<file path="config.mk">
export PLATFORM = sky130hd
export DESIGN_NAME = spi_slave_top_flat
export DESIGN_NICKNAME = d
export VERILOG_FILES = /design/src/rtl/spi_slave_top_if.sv /design/src/rtl/spi_slave_top.sv /design/src/flat_wrapper.sv
export SDC_FILE = /design/constraint.sdc
export NUM_CORES = 1
export LEC_CHECK = 0
export CORE_ASPECT_RATIO = 0.8
export CORE_MARGIN = 2
export CORE_UTILIZATION = 35
export CTS_CLUSTER_DIAMETER = 60
export DETAILED_ROUTE_END_ITERATION = 6
export PLACE_DENSITY = 0.67
export SYNTH_ARGS = -nofsm -noshare
export SYNTH_HDL_FRONTEND = slang
export SYNTH_SLANG_ARGS = --single-unit
</file>
<file path="constraint.sdc">
create_clock -name clk50m -period 1.63 [get_ports clk50m]
set_clock_uncertainty 0.05 [all_clocks]
set_input_delay 0.326 -clock clk50m [delete_from_list [all_inputs] [get_ports clk50m]]
set_output_delay 0.326 -clock clk50m [all_outputs]
set_load 0.01 [all_outputs]
</file>
<file path="src/rtl/spi_slave_top_if.sv">
// Local-side bus of the SPI slave: received byte stream, register write
// strobes and the register read-back port, plus a debug view of the
// frame FSM state.
//
// Handshake: rx_valid and reg_wr_en are single-cycle strobes qualified by
// nothing else; there is no ready, because an SPI master cannot be stalled.
// rx_data / reg_wr_addr / reg_wr_data are valid in the cycle the strobe is
// high and hold their value afterwards.
interface spi_slave_top_if #(
    parameter int ADDR_W = 3
);
    logic [7:0]        rx_data;
    logic              rx_valid;
    logic              frame_active;
    logic              reg_wr_en;
    logic [ADDR_W-1:0] reg_wr_addr;
    logic [7:0]        reg_wr_data;
    logic [ADDR_W-1:0] rd_addr;
    logic [7:0]        rd_data;
    logic [1:0]        dbg_state;

    // Design side
    modport slave (
        output rx_data, rx_valid, frame_active, reg_wr_en,
        output reg_wr_addr, reg_wr_data, rd_data, dbg_state,
        input  rd_addr
    );

    // Consumer side
    modport master (
        input  rx_data, rx_valid, frame_active, reg_wr_en,
        input  reg_wr_addr, reg_wr_data, rd_data, dbg_state,
        output rd_addr
    );
endinterface

</file>
<file path="src/rtl/spi_slave_top.sv">
// SPI mode-3 slave, fully oversampled in the clk50m domain. Decodes a
// command byte (bit7 = write, low bits = start address) followed by data
// bytes into a small register file with auto-incrementing address.
// Optional macro MISO_EN adds the miso output and the TX shift path
// (status byte 0xA5, then register contents on read frames).
module spi_slave_top #(
    parameter int NUM_REGS    = 8,
    parameter int SYNC_STAGES = 2
) (
    input  logic clk50m,
    input  logic rst,
    input  logic sclk,
    input  logic cs,
    input  logic mosi,
`ifdef MISO_EN
    output logic miso,
`endif
    spi_slave_top_if.slave bus
);
    localparam int ADDR_W = $clog2(NUM_REGS);

    // WAIT_CS_HIGH: after reset, ignore the bus until cs has been seen high.
    typedef enum logic [1:0] {
        S_WAIT_CS_HIGH = 2'd0,
        S_IDLE         = 2'd1,
        S_CMD          = 2'd2,
        S_DATA         = 2'd3
    } state_t;

    state_t state;
    state_t state_nxt;

    logic [SYNC_STAGES-1:0] sclk_sync;
    logic [SYNC_STAGES-1:0] cs_sync;
    logic [SYNC_STAGES-1:0] mosi_sync;
    logic                   sclk_prev;
    logic                   sclk_s;
    logic                   cs_s;
    logic                   mosi_s;
    logic                   sclk_rise;

    logic                   in_frame;
    logic                   rx_enable;

    logic [2:0]             bit_cnt;
    logic [7:0]             shift_q;
    logic [7:0]             byte_nxt;
    logic                   cmd_wr;
    logic [ADDR_W-1:0]      addr;

    logic [7:0]             rx_data_q;
    logic                   rx_valid_q;
    logic                   wr_en_q;
    logic [ADDR_W-1:0]      wr_addr_q;
    logic [7:0]             wr_data_q;
    logic [7:0]             regs [NUM_REGS];

    assign sclk_s    = sclk_sync[SYNC_STAGES-1];
    assign cs_s      = cs_sync[SYNC_STAGES-1];
    assign mosi_s    = mosi_sync[SYNC_STAGES-1];
    assign sclk_rise = sclk_s & ~sclk_prev;
    assign byte_nxt  = {shift_q[6:0], mosi_s};

    // Resample the SPI pins. The cs chain resets to 0 (selected) so that a
    // reset taken mid-frame cannot see a false "cs high" while the chain
    // flushes; the frame only restarts after a genuine cs rise.
    always_ff @(posedge clk50m) begin
        if (rst) begin
            sclk_sync <= '1;
            cs_sync   <= '0;
            mosi_sync <= '0;
            sclk_prev <= 1'b1;
        end else begin
            sclk_sync <= {sclk_sync[SYNC_STAGES-2:0], sclk};
            cs_sync   <= {cs_sync[SYNC_STAGES-2:0], cs};
            mosi_sync <= {mosi_sync[SYNC_STAGES-2:0], mosi};
            sclk_prev <= sclk_s;
        end
    end

    // Frame FSM state register.
    always_ff @(posedge clk50m) begin
        if (rst) begin
            state <= S_WAIT_CS_HIGH;
        end else begin
            state <= state_nxt;
        end
    end

    // Frame FSM next state: cs high always ends a frame; the command byte
    // is followed by data bytes until cs rises.
    always_comb begin
        state_nxt = state;
        case (state)
            S_WAIT_CS_HIGH: if (cs_s) state_nxt = S_IDLE;
            S_IDLE:         if (!cs_s) state_nxt = S_CMD;
            S_CMD: begin
                if (cs_s) begin
                    state_nxt = S_IDLE;
                end else if (sclk_rise && bit_cnt == 3'd7) begin
                    state_nxt = S_DATA;
                end
            end
            S_DATA:         if (cs_s) state_nxt = S_IDLE;
            default:        state_nxt = S_WAIT_CS_HIGH;
        endcase
    end

    // Frame FSM outputs.
    always_comb begin
        in_frame  = (state == S_CMD) || (state == S_DATA);
        rx_enable = in_frame && !cs_s;
    end

    // Deserialiser and command decode; strobes default low each cycle.
    always_ff @(posedge clk50m) begin
        if (rst) begin
            bit_cnt    <= 3'd0;
            shift_q    <= 8'h00;
            cmd_wr     <= 1'b0;
            addr       <= '0;
            rx_data_q  <= 8'h00;
            rx_valid_q <= 1'b0;
            wr_en_q    <= 1'b0;
            wr_addr_q  <= '0;
            wr_data_q  <= 8'h00;
        end else begin
            rx_valid_q <= 1'b0;
            wr_en_q    <= 1'b0;
            if (!rx_enable) begin
                bit_cnt <= 3'd0;
                shift_q <= 8'h00;
            end else if (sclk_rise) begin
                shift_q <= byte_nxt;
                bit_cnt <= bit_cnt + 3'd1;
                if (bit_cnt == 3'd7) begin
                    rx_data_q  <= byte_nxt;
                    rx_valid_q <= 1'b1;
                    if (state == S_CMD) begin
                        cmd_wr <= byte_nxt[7];
                        addr   <= byte_nxt[ADDR_W-1:0];
                    end else begin
                        if (cmd_wr) begin
                            wr_en_q   <= 1'b1;
                            wr_addr_q <= addr;
                            wr_data_q <= byte_nxt;
                        end
                        addr <= addr + 1'b1;
                    end
                end
            end
        end
    end

    // Register file: written from the registered strobe, so a local read in
    // the strobe cycle still returns the previous contents.
    always_ff @(posedge clk50m) begin
        if (rst) begin
            for (int i = 0; i < NUM_REGS; i++) begin
                regs[i] <= 8'h00;
            end
        end else if (wr_en_q) begin
            regs[wr_addr_q] <= wr_data_q;
        end
    end

`ifdef MISO_EN
    logic [7:0]        tx_sr;
    logic [ADDR_W-1:0] addr_inc;

    assign addr_inc = addr + 1'b1;

    // TX shifter: status byte at frame start, then one byte per boundary.
    // The shift happens right after each rise, leaving a full SCLK phase of
    // settling before the master samples the next bit. On read frames the
    // reload is the register the upcoming byte addresses.
    always_ff @(posedge clk50m) begin
        if (rst) begin
            tx_sr <= 8'h00;
        end else if (state == S_IDLE && !cs_s) begin
            tx_sr <= 8'hA5;
        end else if (rx_enable && sclk_rise) begin
            if (bit_cnt == 3'd7) begin
                if (state == S_CMD) begin
                    tx_sr <= byte_nxt[7] ? 8'h00 : regs[byte_nxt[ADDR_W-1:0]];
                end else begin
                    tx_sr <= cmd_wr ? 8'h00 : regs[addr_inc];
                end
            end else begin
                tx_sr <= {tx_sr[6:0], 1'b0};
            end
        end
    end

    // miso idles high outside a frame.
    always_comb begin
        miso = in_frame ? tx_sr[7] : 1'b1;
    end
`endif

    assign bus.rx_data      = rx_data_q;
    assign bus.rx_valid     = rx_valid_q;
    assign bus.frame_active = in_frame;
    assign bus.reg_wr_en    = wr_en_q;
    assign bus.reg_wr_addr  = wr_addr_q;
    assign bus.reg_wr_data  = wr_data_q;
    assign bus.rd_data      = regs[bus.rd_addr];
    assign bus.dbg_state    = state;
endmodule

</file>
<file path="src/flat_wrapper.sv">
// flat-port wrapper written by rule: the top's interface ports become plain ports
module spi_slave_top_flat 
#(
    parameter int NUM_REGS    = 8,
    parameter int SYNC_STAGES = 2
)
  (clk50m, rst, sclk, cs, mosi, bus_rx_data, bus_rx_valid, bus_frame_active, bus_reg_wr_en, bus_reg_wr_addr, bus_reg_wr_data, bus_rd_data, bus_dbg_state, bus_rd_addr);
  spi_slave_top_if #(.ADDR_W(3)) bus_i ();
  input  logic clk50m;
  input  logic rst;
  input  logic sclk;
  input  logic cs;
  input  logic mosi;
  output wire logic [$bits(bus_i.rx_data)-1:0] bus_rx_data;
  output wire logic [$bits(bus_i.rx_valid)-1:0] bus_rx_valid;
  output wire logic [$bits(bus_i.frame_active)-1:0] bus_frame_active;
  output wire logic [$bits(bus_i.reg_wr_en)-1:0] bus_reg_wr_en;
  output wire logic [$bits(bus_i.reg_wr_addr)-1:0] bus_reg_wr_addr;
  output wire logic [$bits(bus_i.reg_wr_data)-1:0] bus_reg_wr_data;
  output wire logic [$bits(bus_i.rd_data)-1:0] bus_rd_data;
  output wire logic [$bits(bus_i.dbg_state)-1:0] bus_dbg_state;
  input wire logic [$bits(bus_i.rd_addr)-1:0] bus_rd_addr;
  assign bus_rx_data = bus_i.rx_data;
  assign bus_rx_valid = bus_i.rx_valid;
  assign bus_frame_active = bus_i.frame_active;
  assign bus_reg_wr_en = bus_i.reg_wr_en;
  assign bus_reg_wr_addr = bus_i.reg_wr_addr;
  assign bus_reg_wr_data = bus_i.reg_wr_data;
  assign bus_rd_data = bus_i.rd_data;
  assign bus_dbg_state = bus_i.dbg_state;
  assign bus_i.rd_addr = bus_rd_addr;
  spi_slave_top #(.NUM_REGS(NUM_REGS), .SYNC_STAGES(SYNC_STAGES)) u_core (.clk50m(clk50m), .rst(rst), .sclk(sclk), .cs(cs), .mosi(mosi), .bus(bus_i));
endmodule
</file>
==> metrics.md <==
| Metric | Value |
|---|---|
| Post-synth top area share | `0.3981` |
| Synth area leaders | `edfxtp_1 (40%), dfxtp_1 (18%), and2_1 (8.3%), mux4_1 (8.2%), nand2b_1 (3.6%)` |
| 1st-iter DRT viols | `267` |
| Max Slew Vio Count | `0` |
| Crit-path slowest cell | `mux4_2` |
| Syn Nets | `roughly 390` |
| Power Dens Cells | `roughly 1000 nW/µm²` |
| Synthesis-stage register bit count | `between 100 and 150` |
| Vias | `3045` |
| # IOs | `40` |
| Synthesized instance count | `around 380` |
| Reg2Reg Setup Slack | `-0.09 ns` |
| Antenna-violating nets left | `0` |
| Die Height | `between 100 and 150 µm` |
| Wirelength per Cell | `around 17 µm` |
| Slew HR | `0.7549` |
| Yosys warns | `0` |
| Post-layout min period | `a little over 2 ns` |
| HP Class | `flop to flop` |
| DPL Wire Length | `between 7 and 8 mm` |
| Crit-path max cell delay | `0.49 ns` |
| Cells after DPL | `about 610` |
| CTS clk-pin slew, worst paths | `approximately 0.070 ns` |
| Period utilization | `1.252` |
| Worst setup margin | `-0.4104 ns` |
| CP Capture Type | `output port` |
| Core ar. | `13500 µm²` |
| Crit path to | `bus_rd_data[4]` |
| Crit-path max FO | `1` |
| Failing checks | `setup timing` |
| Placed cell areas | `about 5700 µm²` |
| Largest net degree at the start of global routing | `56` |
| Crit path buf inv count | `1` |
| Final setup viols | `22` |
| Reg2reg path depth | `7` |
| Post-synth EDFFs | `between 60 and 70` |
| Hold WS | `between 0.3 and 0.4 ns` |
| Initial Utilization | `0.3575` |
| Worst r2r dst | `u_core.bus.reg_wr_data[0]` |
| Status | `finished with violations` |
| Clk sinks | `108` |
| Initial antenna violation count | `0` |
| # fillers | `about 1200` |
| Worst-Margin Slew | `approximately 0.37 ns` |
| First-pass GRT wire length | `between 15 and 20 mm` |
| Worst setup path startpoint | `u_core.regs[6][4]` |
| Avg Cell Area, Syn | `12.77 µm²` |
| Die width | `approximately 140 µm` |
| CP Data Required Time | `1.25 ns` |
| Final cell count without fillers | `approximately 630` |
| Cell accounting for the most synthesized area | `edfxtp_1` |
| Drt first pass iters | `4` |
| Worst skew pair latency | `roughly 0.34 ns` |
| Longest Clk Path Bufs | `2` |
| Antenna diodes | `0` |
| Final Hold Viols | `0` |
| PortBufs | `39` |
| Commonest cells in the netlist | `and2_1 (64), edfxtp_1 (64), dfxtp_1 (44)` |
| Drt total wl | `between 10 and 15 mm` |
| Clk root buf | `clkbuf_16` |
| Design area | `a little over 6000 µm²` |
| Gpl congestion | `between 0.8 and 0.9` |
| Max-cap violations | `0` |
| Vias/cell | `roughly 4.8` |
| WS Path Type | `flop to output port` |
| Fmax | `about 490 MHz` |
| Nets@finish | `about 460` |
| Total GRT Usage | `0.1561` |
| CTS tree | `done` |
| H-Tree Depth | `3` |
| Synth Cell Area | `~4800 µm²` |
| Post-synthesis sequential area ratio | `0.5806` |
| Share of layout cells above drive strength 1 | `0.2797` |
| FP Rows | `38` |
| Main flop type after synthesis | `edfxtp_1` |
| Num CTS Buffers | `9` |
| RR Startpoint | `u_core.bit_cnt[0]` |
| DRC | `0` |
| CP delay by family, top | `multiplexers` |
| Area grow syn2layout | `28.88%` |
| Count of cell types in the netlist | `39` |
| Worst vdd ir | `around 0.00074 V` |
| Congestion Overflow GR | `0` |
| Post-CTS Hold Buffers | `0` |
| Die area | `between 10000 and 15000 µm²` |
| Worst setup SP type | `flop` |
| RSZ-0062 raised after global routing | `true` |
| Ordered cell list for the critical path | `mux4_2 > mux2_4 > buf_6` |
| Vias in the first global route | `about 3000` |
| CP arrival | `roughly 1.7 ns` |
| Leakage | `between 2 and 2.5 nW` |
| Stages on worst setup path | `3` |
| Synth async-reset ratio | `0` |
cell families after synthesis:
logic type / count (synthesis) / share of synthesized area
simple gates: 165 / 0.1965
flops: 108 / 0.5806
mux: 38 / 0.1343
compound gates: 37 / 0.04510
buf+inv: 22 / 0.02359
fa+ha+maj: 7 / 0.01814
xor+xnor: 1 / 0.001815
layout by cell type (no fill, tap or decap), drive strengths merged, types with 8 or more instances in the layout:
| cell type | count |
|---|---|
| a21oi | 19 |
| mux2 | 9 |
| and2 | 64 |
| dlygate4sd2 | 12 |
| nand3 | 9 |
| nand2b | 28 |
| mux2i | 13 |
| edfxtp | 64 |
| nor2b | 8 |
| dfxtp | 44 |
| clkbuf | 10 |
| or2 | 12 |
| nor2 | 14 |
| buf | 49 |
| dlymetal6s2s | 9 |
| o21ai | 8 |
| nand2 | 22 |
| mux4 | 16 |
| clkdlybuf4s50 | 8 |
worst min-delay path by stage:
stage                              from             endpoint  slack, ns  depth (start not counted)
floorplan           u_core.sclk_sync[0]  u_core.sclk_sync[1]       0.34                          1
global placement    u_core.sclk_sync[0]  u_core.sclk_sync[1]       0.35                          1
detailed placement  u_core.sclk_sync[0]  u_core.sclk_sync[1]       0.35                          1
CTS                 u_core.sclk_sync[0]  u_core.sclk_sync[1]       0.37                          1
global route        u_core.sclk_sync[0]  u_core.sclk_sync[1]       0.40                          1
finish              u_core.sclk_sync[0]  u_core.sclk_sync[1]       0.37                          1
state kept, by name, indices dropped and copies added (netlist names), 2 cells and up:
| register | count |
|---|---|
| u_core.cs_sync | 2 |
| u_core.sclk_sync | 2 |
| u_core.shift_q | 7 |
| u_core.bus.rx_data | 8 |
| u_core.regs | 64 |
| u_core.bit_cnt | 3 |
| u_core.addr | 3 |
| u_core.bus.reg_wr_addr | 3 |
| u_core.mosi_sync | 2 |
| u_core.bus.reg_wr_data | 8 |
| u_core.bus.dbg_state | 2 |
per-stage QoR:
stage | utilization | setup TNS [ns] | power, mW | setup WS [ns]
final | 0.4607 | -4.073 | 6.377 | -0.4104
after global routing | 0.4607 | -5.962 | 6.621 | -0.4527
after CTS | 0.4542 | -4.513 | 6.408 | -0.4182
after detailed placement | 0.4224 | -45.91 | 3.936 | -1.117
after global placement | 0.4224 | -41.65 | 3.912 | -1.084
after floorplan | - | -0.5368 | 3.587 | -0.07502
per-layer routing:
layer	vias up	wire length [µm]	GRT usage
li1	1471	-	-
met1	1486	5007	0.2164
met2	82	5179	0.2444
met3	6	692	0.04417
met4	0	82	0.03646
met5	-	0	0
report_power, final:
| group | switching, mW | leakage (nW) | internal [mW] | total (mW) |
|---|---|---|---|---|
| Clock | 1.02 | 0.160 | 1.37 | 2.39 |
| Combinational | 0.398 | 1.26 | 0.516 | 0.914 |
| Sequential | 0.0770 | 0.968 | 2.99 | 3.07 |
cell type report:
type / instances / area [µm²] / share of cell area
multi-input combinational: 248 / 1988 / 0.3196
timing repair buffer: 80 / 848.3 / 0.1364
tap: 180 / 225.2 / 0.03620
clock buffer: 9 / 225.2 / 0.03620
inverter: 2 / 7.507 / 0.001207
clock inverter: 7 / 107.6 / 0.01730
sequential: 108 / 2819 / 0.4531
timing repair:
item | in CTS | in global routing
setup endpoints to repair | 44 | 99
gates cloned | 2 | 1
setup buffers | 2 | 2
gates resized for setup | 85 | 21
endpoints found under the hold margin | 0 | 0
pin swaps | 4 | 7
Note: power is estimated with default switching activity, not from simulation.
